--- config.mk ---
export PLATFORM = sky130hd
export DESIGN_NAME = vjtag_host_flat
export DESIGN_NICKNAME = d
export VERILOG_FILES = /design/src/rtl/vjtag_host_if.sv /design/src/rtl/vjtag_host.sv /design/src/flat_wrapper.sv
export SDC_FILE = /design/constraint.sdc
export NUM_CORES = 1
export LEC_CHECK = 0
export CAP_MARGIN = 10
export CORE_MARGIN = 3
export CORE_UTILIZATION = 45
export CTS_CLUSTER_DIAMETER = 40
export DETAILED_ROUTE_END_ITERATION = 16
export GPL_ROUTABILITY_DRIVEN = 1
export PLACE_DENSITY = 0.69
export SYNTH_ARGS = -nofsm -noshare
export SYNTH_HDL_FRONTEND = slang
export SYNTH_SLANG_ARGS = --single-unit
--- constraint.sdc ---
create_clock -name clk -period 13.3 [get_ports clk]
set_input_delay 3.99 -clock clk [delete_from_list [all_inputs] [get_ports clk]]
set_output_delay 3.99 -clock clk [all_outputs]
set_load 0.05 [all_outputs]
--- src/rtl/vjtag_host_if.sv ---
// Host-side control and JTAG pin bundle for vjtag_host.
// The master drives requests and TDO; the slave (the host engine) drives status and TCK/TMS/TDI.
interface vjtag_host_if #(
    parameter int unsigned DATA_W = 32
);
    localparam int unsigned LEN_W = $clog2(DATA_W + 1);

    logic              start;
    logic              is_ir;
    logic [LEN_W-1:0]  len;
    logic [DATA_W-1:0] din;
    logic              tap_reset;
    logic              busy;
    logic              done;
    logic [DATA_W-1:0] dout;
    logic              tck;
    logic              tms;
    logic              tdi;
    logic              tdo;

    modport master (
        output start, is_ir, len, din, tap_reset, tdo,
        input  busy, done, dout, tck, tms, tdi
    );

    modport slave (
        input  start, is_ir, len, din, tap_reset, tdo,
        output busy, done, dout, tck, tms, tdi
    );
endinterface

--- src/rtl/vjtag_host.sv ---
// Bit-banged JTAG host: walks the TAP through complete IR/DR scans or a TLR/RTI resync.
// Each TCK bit is CLK_DIV clk cycles low followed by CLK_DIV clk cycles high.
module vjtag_host #(
    parameter int unsigned DATA_W  = 32,
    parameter int unsigned CLK_DIV = 4
) (
    input logic         clk,
    input logic         reset,
    vjtag_host_if.slave bus
);
    localparam int unsigned LEN_W = $clog2(DATA_W + 1);
    localparam int unsigned DIV_W = (CLK_DIV > 1) ? $clog2(CLK_DIV) : 1;
    localparam logic [DIV_W-1:0] DIV_LAST = DIV_W'(CLK_DIV - 1);
    localparam logic [LEN_W-1:0] LEN_MAX  = LEN_W'(DATA_W);

    typedef enum logic [2:0] {StInit, StIdle, StHead, StShift, StTail, StFin} state_e;

    state_e            state_q, state_d;
    logic              tck_q, tck_d;
    logic              tms_q, tms_d;
    logic              tdi_q, tdi_d;
    logic              busy_q, busy_d;
    logic              done_q, done_d;
    logic [DIV_W-1:0]  div_q, div_d;
    // Bits remaining in the current state; the current bit is the last one when this is 1.
    logic [LEN_W-1:0]  steps_q, steps_d;
    logic [LEN_W-1:0]  len_q, len_d;
    // Outgoing data, consumed from bit 0 as the shift proceeds.
    logic [DATA_W-1:0] sh_q, sh_d;
    // One-hot pointer to the dout bit that the current shift bit fills.
    logic [DATA_W-1:0] mask_q, mask_d;
    logic [DATA_W-1:0] dout_q, dout_d;

    logic tick;

    // End of a TCK half-period.
    assign tick = (div_q == DIV_LAST);

    // State register; reset aborts any scan and queues the INIT sequence.
    always_ff @(posedge clk or posedge reset) begin
        if (reset) begin
            state_q <= StInit;
            tck_q   <= 1'b0;
            tms_q   <= 1'b1;
            tdi_q   <= 1'b0;
            busy_q  <= 1'b1;
            done_q  <= 1'b0;
            div_q   <= '0;
            steps_q <= LEN_W'(6);
            len_q   <= '0;
            sh_q    <= '0;
            mask_q  <= '0;
            dout_q  <= '0;
        end else begin
            state_q <= state_d;
            tck_q   <= tck_d;
            tms_q   <= tms_d;
            tdi_q   <= tdi_d;
            busy_q  <= busy_d;
            done_q  <= done_d;
            div_q   <= div_d;
            steps_q <= steps_d;
            len_q   <= len_d;
            sh_q    <= sh_d;
            mask_q  <= mask_d;
            dout_q  <= dout_d;
        end
    end

    // Next-state: request acceptance, TCK phase timing and per-bit TMS/TDI selection.
    always_comb begin
        state_d = state_q;
        tck_d   = tck_q;
        tms_d   = tms_q;
        tdi_d   = tdi_q;
        busy_d  = busy_q;
        done_d  = 1'b0;
        div_d   = div_q;
        steps_d = steps_q;
        len_d   = len_q;
        sh_d    = sh_q;
        mask_d  = mask_q;
        dout_d  = dout_q;

        case (state_q)
            StIdle, StFin: begin
                state_d = StIdle;
                tck_d   = 1'b0;
                tms_d   = 1'b0;
                tdi_d   = 1'b0;
                busy_d  = 1'b0;
                div_d   = '0;
                if (bus.tap_reset) begin
                    // tap_reset takes priority; a simultaneous start is dropped.
                    state_d = StInit;
                    steps_d = LEN_W'(6);
                    tms_d   = 1'b1;
                    busy_d  = 1'b1;
                end else if (bus.start) begin
                    len_d  = bus.len;
                    sh_d   = bus.din;
                    mask_d = DATA_W'(1);
                    dout_d = '0;
                    if (bus.len == '0 || bus.len > LEN_MAX) begin
                        // Nothing to shift: report completion without touching the TAP.
                        state_d = StFin;
                        done_d  = 1'b1;
                    end else begin
                        state_d = StHead;
                        steps_d = bus.is_ir ? LEN_W'(4) : LEN_W'(3);
                        tms_d   = 1'b1;
                        busy_d  = 1'b1;
                    end
                end
            end

            default: begin
                div_d = tick ? '0 : div_q + 1'b1;
                if (tick) begin
                    tck_d = ~tck_q;
                end
                // TDO is taken on the cycle TCK rises.
                if (tick && !tck_q && state_q == StShift && bus.tdo) begin
                    dout_d = dout_q | mask_q;
                end
                // TCK falling edge: start of the next bit, the only point TMS/TDI may move.
                if (tick && tck_q) begin
                    if (steps_q > LEN_W'(1)) begin
                        steps_d = steps_q - 1'b1;
                        case (state_q)
                            StInit: tms_d = (steps_d != LEN_W'(1));
                            StHead: tms_d = (steps_d >= LEN_W'(3));
                            StShift: begin
                                tms_d  = (steps_d == LEN_W'(1));
                                tdi_d  = sh_q[1];
                                sh_d   = sh_q >> 1;
                                mask_d = mask_q << 1;
                            end
                            default: tms_d = (steps_d == LEN_W'(2));
                        endcase
                    end else begin
                        case (state_q)
                            StHead: begin
                                state_d = StShift;
                                steps_d = len_q;
                                tms_d   = (len_q == LEN_W'(1));
                                tdi_d   = sh_q[0];
                            end
                            StShift: begin
                                state_d = StTail;
                                steps_d = LEN_W'(2);
                                tms_d   = 1'b1;
                                tdi_d   = 1'b0;
                            end
                            default: begin
                                state_d = StFin;
                                busy_d  = 1'b0;
                                done_d  = 1'b1;
                                tms_d   = 1'b0;
                                tdi_d   = 1'b0;
                            end
                        endcase
                    end
                end
            end
        endcase
    end

    assign bus.tck  = tck_q;
    assign bus.tms  = tms_q;
    assign bus.tdi  = tdi_q;
    assign bus.busy = busy_q;
    assign bus.done = done_q;
    assign bus.dout = dout_q;
endmodule

--- src/flat_wrapper.sv ---
// flat-port wrapper written by rule: the top's interface ports become plain ports
module vjtag_host_flat 
#(
    parameter int unsigned DATA_W  = 32,
    parameter int unsigned CLK_DIV = 4
)
  (clk, reset, bus_start, bus_is_ir, bus_len, bus_din, bus_tap_reset, bus_tdo, bus_busy, bus_done, bus_dout, bus_tck, bus_tms, bus_tdi);
  vjtag_host_if #(.DATA_W(DATA_W)) bus_i ();
  input logic clk;
  input logic reset;
  input wire logic [$bits(bus_i.start)-1:0] bus_start;
  input wire logic [$bits(bus_i.is_ir)-1:0] bus_is_ir;
  input wire logic [$bits(bus_i.len)-1:0] bus_len;
  input wire logic [$bits(bus_i.din)-1:0] bus_din;
  input wire logic [$bits(bus_i.tap_reset)-1:0] bus_tap_reset;
  input wire logic [$bits(bus_i.tdo)-1:0] bus_tdo;
  output wire logic [$bits(bus_i.busy)-1:0] bus_busy;
  output wire logic [$bits(bus_i.done)-1:0] bus_done;
  output wire logic [$bits(bus_i.dout)-1:0] bus_dout;
  output wire logic [$bits(bus_i.tck)-1:0] bus_tck;
  output wire logic [$bits(bus_i.tms)-1:0] bus_tms;
  output wire logic [$bits(bus_i.tdi)-1:0] bus_tdi;
  assign bus_i.start = bus_start;
  assign bus_i.is_ir = bus_is_ir;
  assign bus_i.len = bus_len;
  assign bus_i.din = bus_din;
  assign bus_i.tap_reset = bus_tap_reset;
  assign bus_i.tdo = bus_tdo;
  assign bus_busy = bus_i.busy;
  assign bus_done = bus_i.done;
  assign bus_dout = bus_i.dout;
  assign bus_tck = bus_i.tck;
  assign bus_tms = bus_i.tms;
  assign bus_tdi = bus_i.tdi;
  vjtag_host #(.DATA_W(DATA_W), .CLK_DIV(CLK_DIV)) u_core (.clk(clk), .reset(reset), .bus(bus_i));
endmodule
==> Implementation_results.wiki <==
{| class="wikitable"
! Metric !! Value
|-
| Status || finished clean
|-
| Layout cell share with drive strength beyond 1 || between 8 and 9%
|-
| Post-synth EDFFs || 0
|-
| ANT cells || 0
|-
| Clock tree from TritonCTS || done
|-
| H-tree depth || 4
|-
| Number of cells in the design after placement || 728
|-
| Vertical extent of the die || roughly 110 um
|-
| GRT busiest layer || met2
|-
| CP Capture Type || register
|-
| Leftover overflow at the end of global routing || 0
|-
| Post-synth top flop || sky130_fd_sc_hd__dfrtp_1
|-
| Startpoint types || primary input
|-
| Register area share after synthesis || around 57%
|-
| Hold WC Path Type || register to register
|-
| Count of state elements after synthesis || 118
|-
| Relative slew slack || between 20% and 30%
|-
| Total power density per cell area || between 150 and 200 nW/um^2
|-
| Post-cts sizing count || 0
|-
| IO buf count || 80
|-
| Number of hold violations in the final report || 0
|-
| Layout Skew || about 0.013 ns
|-
| Clock Latency Late Sink || 0.41 ns
|-
| Max Transition Viols Final || 0
|-
| Fraction of the cycle the final worst path needs || a little under half
|-
| Post-CTS repair timing setup buffer count || 0
|-
| CTS root buf || sky130_fd_sc_hd__clkbuf_16
|-
| Slew @ Worst Pin || between 1 and 1.5 ns
|-
| Achievable clock frequency || between 150 and 200 MHz
|-
| Pre-CTS WS || just under 7 ns
|-
| Largest net degree at the start of global routing || between 90 and 100
|-
| Startpoint-to-endpoint class of the critical path || primary input to register
|-
| Area of the mapped netlist || approximately 5200 um^2
|-
| Crit path max fanout || 41
|-
| Area of the multi-input gates || 2050 um^2
|-
| Count of distinct cell types in the synthesized netlist || 51
|-
| Average vias per placed instance || ~5.5
|-
| Leakage dissipation || approximately 0.0031 uW
|-
| Total GRT Usage || a little under a fifth
|-
| Cell area after layout || 6660 um^2
|-
| GR met1 Demand/Resource || about 27%
|-
| Post-synthesis cell count || 544
|-
| Number of iterations in the first detailed-routing pass || 5
|-
| Antenna viol nets, final || 0
|-
| Final min period || 6.02 ns
|-
| Core area || roughly 11000 um^2
|-
| Num ports || 81
|-
| Global Route met3 Usage || under 10%
|-
| Count of hold-fix buffers inserted at cts || 0
|-
| Routed len/inst || approximately 15 um
|-
| CP arrival || 6.36 ns
|-
| Routed WL || 11.8 mm
|-
| Met2 global-route usage || roughly 28%
|-
| Least setup slack across all paths after layout || 7.28 ns
|-
| Number of nets in the synthesized netlist || between 500 and 600
|-
| Floorplan row count || 38
|-
| Post-place instance area || about 6000 um^2
|-
| Setup TNS after final layout || 0 ns
|-
| Number of global-route vias before repair || 3920
|-
| Per-instance average area after synthesis || between 9 and 10 um^2
|-
| Worst IR Drop VDD || between 0.15 and 0.2 mV
|-
| Inserted Clock Buffers || 17
|-
| Max-capacitance violation count || 0
|-
| Sequential cell area || approximately 3000 um^2
|-
| Yosys warning count || 0
|-
| Unrepaired setup endpoints after global routing || false
|-
| Routability Congestion || about 0.84
|-
| Net count of the finished layout || around 660
|-
| Clock transition time at the flip-flop clock pins of the worst setup and hold paths || roughly 0.05 ns
|-
| Clock sink count || between 100 and 150
|-
| Ys async rst share || 100%
|-
| First-pass GRT wire length || 19.4 mm
|-
| Estimated wirelength of the detail-placed design || 7.29 mm
|-
| Final setup violation count || 0
|-
| Filler cells || between 900 and 1000
|-
| Detailed router's first-iteration violation count || 300
|-
| Number of buffers between clock root and the deepest sink || 2
|-
| Initial cell density of the core || a little under half
|-
| Synth-to-layout area growth || 28.1%
|-
| Die span in x || 114 um
|-
| Antenna violations before repair || 0
|-
| Critical path data required time || between 10 and 15 ns
|-
| Final Hold Slack || approximately 0.45 ns
|-
| Count of unresolved DRC violations after routing || 0
|-
| Die Footprint || approximately 13000 um^2
|-
| Via count of the routed design || just over 4000
|-
| Final standard cell count with taps included and fillers excluded || 760
|}
## stage by stage
stage	utilization (%)	total power, uW
global placement	54.5	767
CTS	60.2	1260
floorplan	-	698
finish	60.2	1250
global route	60.2	1320
detailed placement	54.5	777
## cell usage after synthesis, types with 2 or more instances
cell type / instances / share of area (%)
sky130_fd_sc_hd__a211o_1: 2 / 0.34
sky130_fd_sc_hd__a21oi_1: 7 / 0.67
sky130_fd_sc_hd__a22o_1: 32 / 5.4
sky130_fd_sc_hd__a22o_2: 2 / 0.38
sky130_fd_sc_hd__a31oi_1: 36 / 4.3
sky130_fd_sc_hd__and2_1: 4 / 0.48
sky130_fd_sc_hd__buf_1: 2 / 0.14
sky130_fd_sc_hd__buf_2: 13 / 1.3
sky130_fd_sc_hd__buf_4: 5 / 0.72
sky130_fd_sc_hd__clkbuf_1: 19 / 1.4
sky130_fd_sc_hd__dfrtp_1: 114 / 55
sky130_fd_sc_hd__dfstp_2: 4 / 2.0
sky130_fd_sc_hd__ha_1: 4 / 0.96
sky130_fd_sc_hd__inv_1: 6 / 0.43
sky130_fd_sc_hd__mux2_4: 2 / 0.58
sky130_fd_sc_hd__nand2_1: 154 / 11
sky130_fd_sc_hd__nand2b_1: 2 / 0.24
sky130_fd_sc_hd__nand3_1: 37 / 3.6
sky130_fd_sc_hd__nor2_1: 47 / 3.4
sky130_fd_sc_hd__nor2b_1: 2 / 0.24
sky130_fd_sc_hd__nor3_1: 3 / 0.29
sky130_fd_sc_hd__o211ai_1: 2 / 0.29
sky130_fd_sc_hd__o21a_1: 3 / 0.43
sky130_fd_sc_hd__o21ai_0: 10 / 0.96
sky130_fd_sc_hd__o221ai_1: 2 / 0.34
sky130_fd_sc_hd__or3_1: 2 / 0.24
sky130_fd_sc_hd__xnor2_1: 4 / 0.67
## final timing paths
check / start / end / slack [ns] / cells past startpoint
worst max-delay path: bus_tap_reset / u_core.mask_q[27] / 7.28 / 7
worst min-delay path: u_core.div_q[0] / u_core.div_q[0] / 0.45 / 1
worst max register to register: u_core.steps_q[0] / u_core.mask_q[27] / 10.20 / 7
worst min register to register: u_core.div_q[0] / u_core.div_q[0] / 0.45 / 1
max in group asynchronous: reset / u_core.mask_q[30] / 7.95 / 3
min in group asynchronous: reset / u_core.bus.dout[25] / 4.02 / 2
## registers in the layout, summed over array words and instances, names as in the netlist, 2 cells and up
register         count
u_core.steps_q       6
u_core.sh_q         32
u_core.bus.dout     32
u_core.state_q       3
u_core.div_q         2
u_core.mask_q       32
u_core.len_q         6
## cell families after synthesis
group | after synthesis | synth area share [%]
AOI/OAI and AO/OA | 109 | 15.5
xor gates and xnor gates | 5 | 0.986
adders and majority gates | 4 | 0.962
buffers and inverters | 46 | 4.14
DFF | 118 | 56.9
muxes | 3 | 0.770
and+or+nand+nor | 259 | 20.8
## cell type report
class                           instances  share of cell area (%)
Tap cell                              140                    2.63
Inverter                                6                   0.376
Clock inverter                         12                    2.65
Sequential cell                       118                    44.4
Clock buffer                           20                    6.70
Timing Repair Buffer                   84                    12.5
Multi-Input combinational cell        380                    30.8
## where the power goes
group	leakage [uW]	internal, uW	total, uW	switching [uW]
clock network	0.000300	318	481	163
logic	0.00133	119	276	157
registers	0.00147	435	498	62.6
## layout by cell type (no fill, tap or decap), types with 4 or more instances in the layout
cell and n:
sky130_fd_sc_hd__clkdlybuf4s50_1 80, sky130_fd_sc_hd__ha_1 4, sky130_fd_sc_hd__dfstp_2 4, sky130_fd_sc_hd__buf_4 4
sky130_fd_sc_hd__o21ai_0 10, sky130_fd_sc_hd__xnor2_1 4, sky130_fd_sc_hd__nand3_1 37, sky130_fd_sc_hd__a21oi_1 7
sky130_fd_sc_hd__bufinv_16 4, sky130_fd_sc_hd__a22o_1 32, sky130_fd_sc_hd__inv_1 5, sky130_fd_sc_hd__a31oi_1 36
sky130_fd_sc_hd__dfrtp_1 114, sky130_fd_sc_hd__and2_1 4, sky130_fd_sc_hd__nand2_1 153, sky130_fd_sc_hd__clkbuf_16 17
sky130_fd_sc_hd__nor2_1 47
## layer usage
layer	wire [um]	vias to the layer above
met5	0	-
met1	5400	2007
met4	137	0
met2	5520	119
li1	-	2002
met3	708	14
## worst max-delay path: stages
cell	delay, ns
sky130_fd_sc_hd__clkdlybuf4s50_1	0.52
sky130_fd_sc_hd__inv_1	0.08
sky130_fd_sc_hd__nand3_1	0.07
sky130_fd_sc_hd__buf_4	0.41
sky130_fd_sc_hd__and2_1	0.97
sky130_fd_sc_hd__nand2_1	0.16
sky130_fd_sc_hd__nand2_1	0.11
Note: power is estimated with default switching activity, not from simulation.
==> RTL edit: new RTL, same flow settings <==
Encoding of `state_e`: now one-hot (6 bits for 6 states).
--- a/src/rtl/vjtag_host.sv
+++ b/src/rtl/vjtag_host.sv
@@ -13,7 +13,7 @@
     localparam logic [DIV_W-1:0] DIV_LAST = DIV_W'(CLK_DIV - 1);
     localparam logic [LEN_W-1:0] LEN_MAX  = LEN_W'(DATA_W);
 
-    typedef enum logic [2:0] {StInit, StIdle, StHead, StShift, StTail, StFin} state_e;
+    typedef enum logic [5:0] {StInit = 6'b000001, StIdle = 6'b000010, StHead = 6'b000100, StShift = 6'b001000, StTail = 6'b010000, StFin = 6'b100000} state_e;
 
     state_e            state_q, state_d;
     logic              tck_q, tck_d;
Function: same outputs for any inputs over 10 cycles, from zero or initial values and one cycle with reset high; not proved beyond that.
==> RTL edit against the original RTL <==
Setup slack worse by 0.057 ns. Sequential cell count is 3 higher. Maximum frequency is 0.94% lower. Utilization is 0.60 points lower. Worst hold slack worse by 0.011 ns. Sequential power is 2% higher. Power is 3.5% higher. Global-route usage is 1.7 points higher. Wire length is 6.5% higher. Final area is 2.5% higher. Non-clock buffer count is 3 higher. Area after synthesis is 2.3% higher.
==> RTL edit: results (changes against the original RTL) <==
| Metric | Value |
|---|---|
| R2R setup slack | `10.35 ns (was 10.20 ns)` |
| WL met1 | `5820 µm (was 5400 µm)` |
| Leak Pwr | `3.17 nW (was 3.10 nW)` |
| Layout cells sized above 1 | `7.98% (was 8.55%)` |
| GRT met3 Usage | `5.68% (was 4.56%)` |
| Final-stage net count | `699 (was 655)` |
| Clock Skew | `0.00600 ns (was 0.0131 ns)` |
| Met1 Use GR | `29.5% (was 26.8%)` |
| Critical-path maximum fanout | `93 (was 41)` |
| DR WL/cell | `15.5 µm (about the same)` |
| FF-to-FF Start | `u_core.state_q[4]$_DFFE_PP0P_ (was u_core.steps_q[0]$_DFFE_PP0P_)` |
| Kind of cell adding the most delay to the critical path | `buffers and inverters (was simple AND/OR/NAND/NOR gates)` |
| Fillers | `1,011 (was 940)` |
| CP max stage cell | `buf_4 (was and2_1)` |
| Pre-CTS worst setup slack | `6.82 ns (was 6.95 ns)` |
| Hold_ws | `0.442 ns (was 0.453 ns)` |
| Largest cells by area after synthesis | `dfrtp_1 (55%), nand2_1 (11%), nor2_1 (5.3%) (was dfrtp_1 (55%), nand2_1 (11%), a22o_1 (5.4%))` |
| Max-slew headroom | `40.4% (was 23.5%)` |
| Global placement routability congestion | `0.895 (was 0.841)` |
| Max Clk Rate | `0.165 GHz (was 0.166 GHz)` |
| Sequential power share | `39.0% (was 39.6%)` |
| Most common library cells after synthesis | `nand2_1 (153), dfrtp_1 (116), nor2_1 (75) (was nand2_1 (154), dfrtp_1 (114), nor2_1 (47))` |
| Worst Path Arrival | `6.32 ns (was 6.36 ns)` |
| Post-synthesis adder-cell area fraction | `0.941% (was 0.962%)` |
| Global Route Usage Sum | `20.5% (was 18.8%)` |
| Routed wl met2 | `5730 µm (was 5520 µm)` |
| Comb group | `321 µW (was 276 µW)` |
| Final std cells w/o fill | `807 (was 760)` |
| Yosys cell types | `55 (was 51)` |
| Status | `finished, final reports clean (unchanged)` |
| Syn Nets | `630 (was 592)` |
RTL edit: cell types whose count changed after synthesis, sizes merged, moves of 4 or more:
cell | before | now
clkbuf | 19 | 15
a21oi | 8 | 40
xnor2 | 5 | 1
nor2 | 47 | 76
a22o | 34 | 3
o31ai | 0 | 7
RTL edit: cell type report:
cell class                      instances  area, µm²  area share (%)
Timing Repair Buffer                   87        853            12.5
Clock buffer                           25        495            7.26
Clock inverter                          7        114            1.67
Tap cell                              143        179            2.62
Inverter                                5       21.3           0.311
Multi-Input combinational cell        419       2130            31.2
Sequential cell                       121       3030            44.4
RTL edit: worst paths after layout:
check	to	depth (start not counted)
setup / recovery	u_core.sh_q[25]$_DFFE_PP0P_	6
hold / removal	u_core.div_q[0]$_DFF_PP0_	1
setup reg to reg	u_core.sh_q[25]$_DFFE_PP0P_	5
hold reg to reg	u_core.div_q[0]$_DFF_PP0_	1
max in group asynchronous	u_core.sh_q[17]$_DFFE_PP0P_	3
min in group asynchronous	u_core.sh_q[22]$_DFFE_PP0P_	2
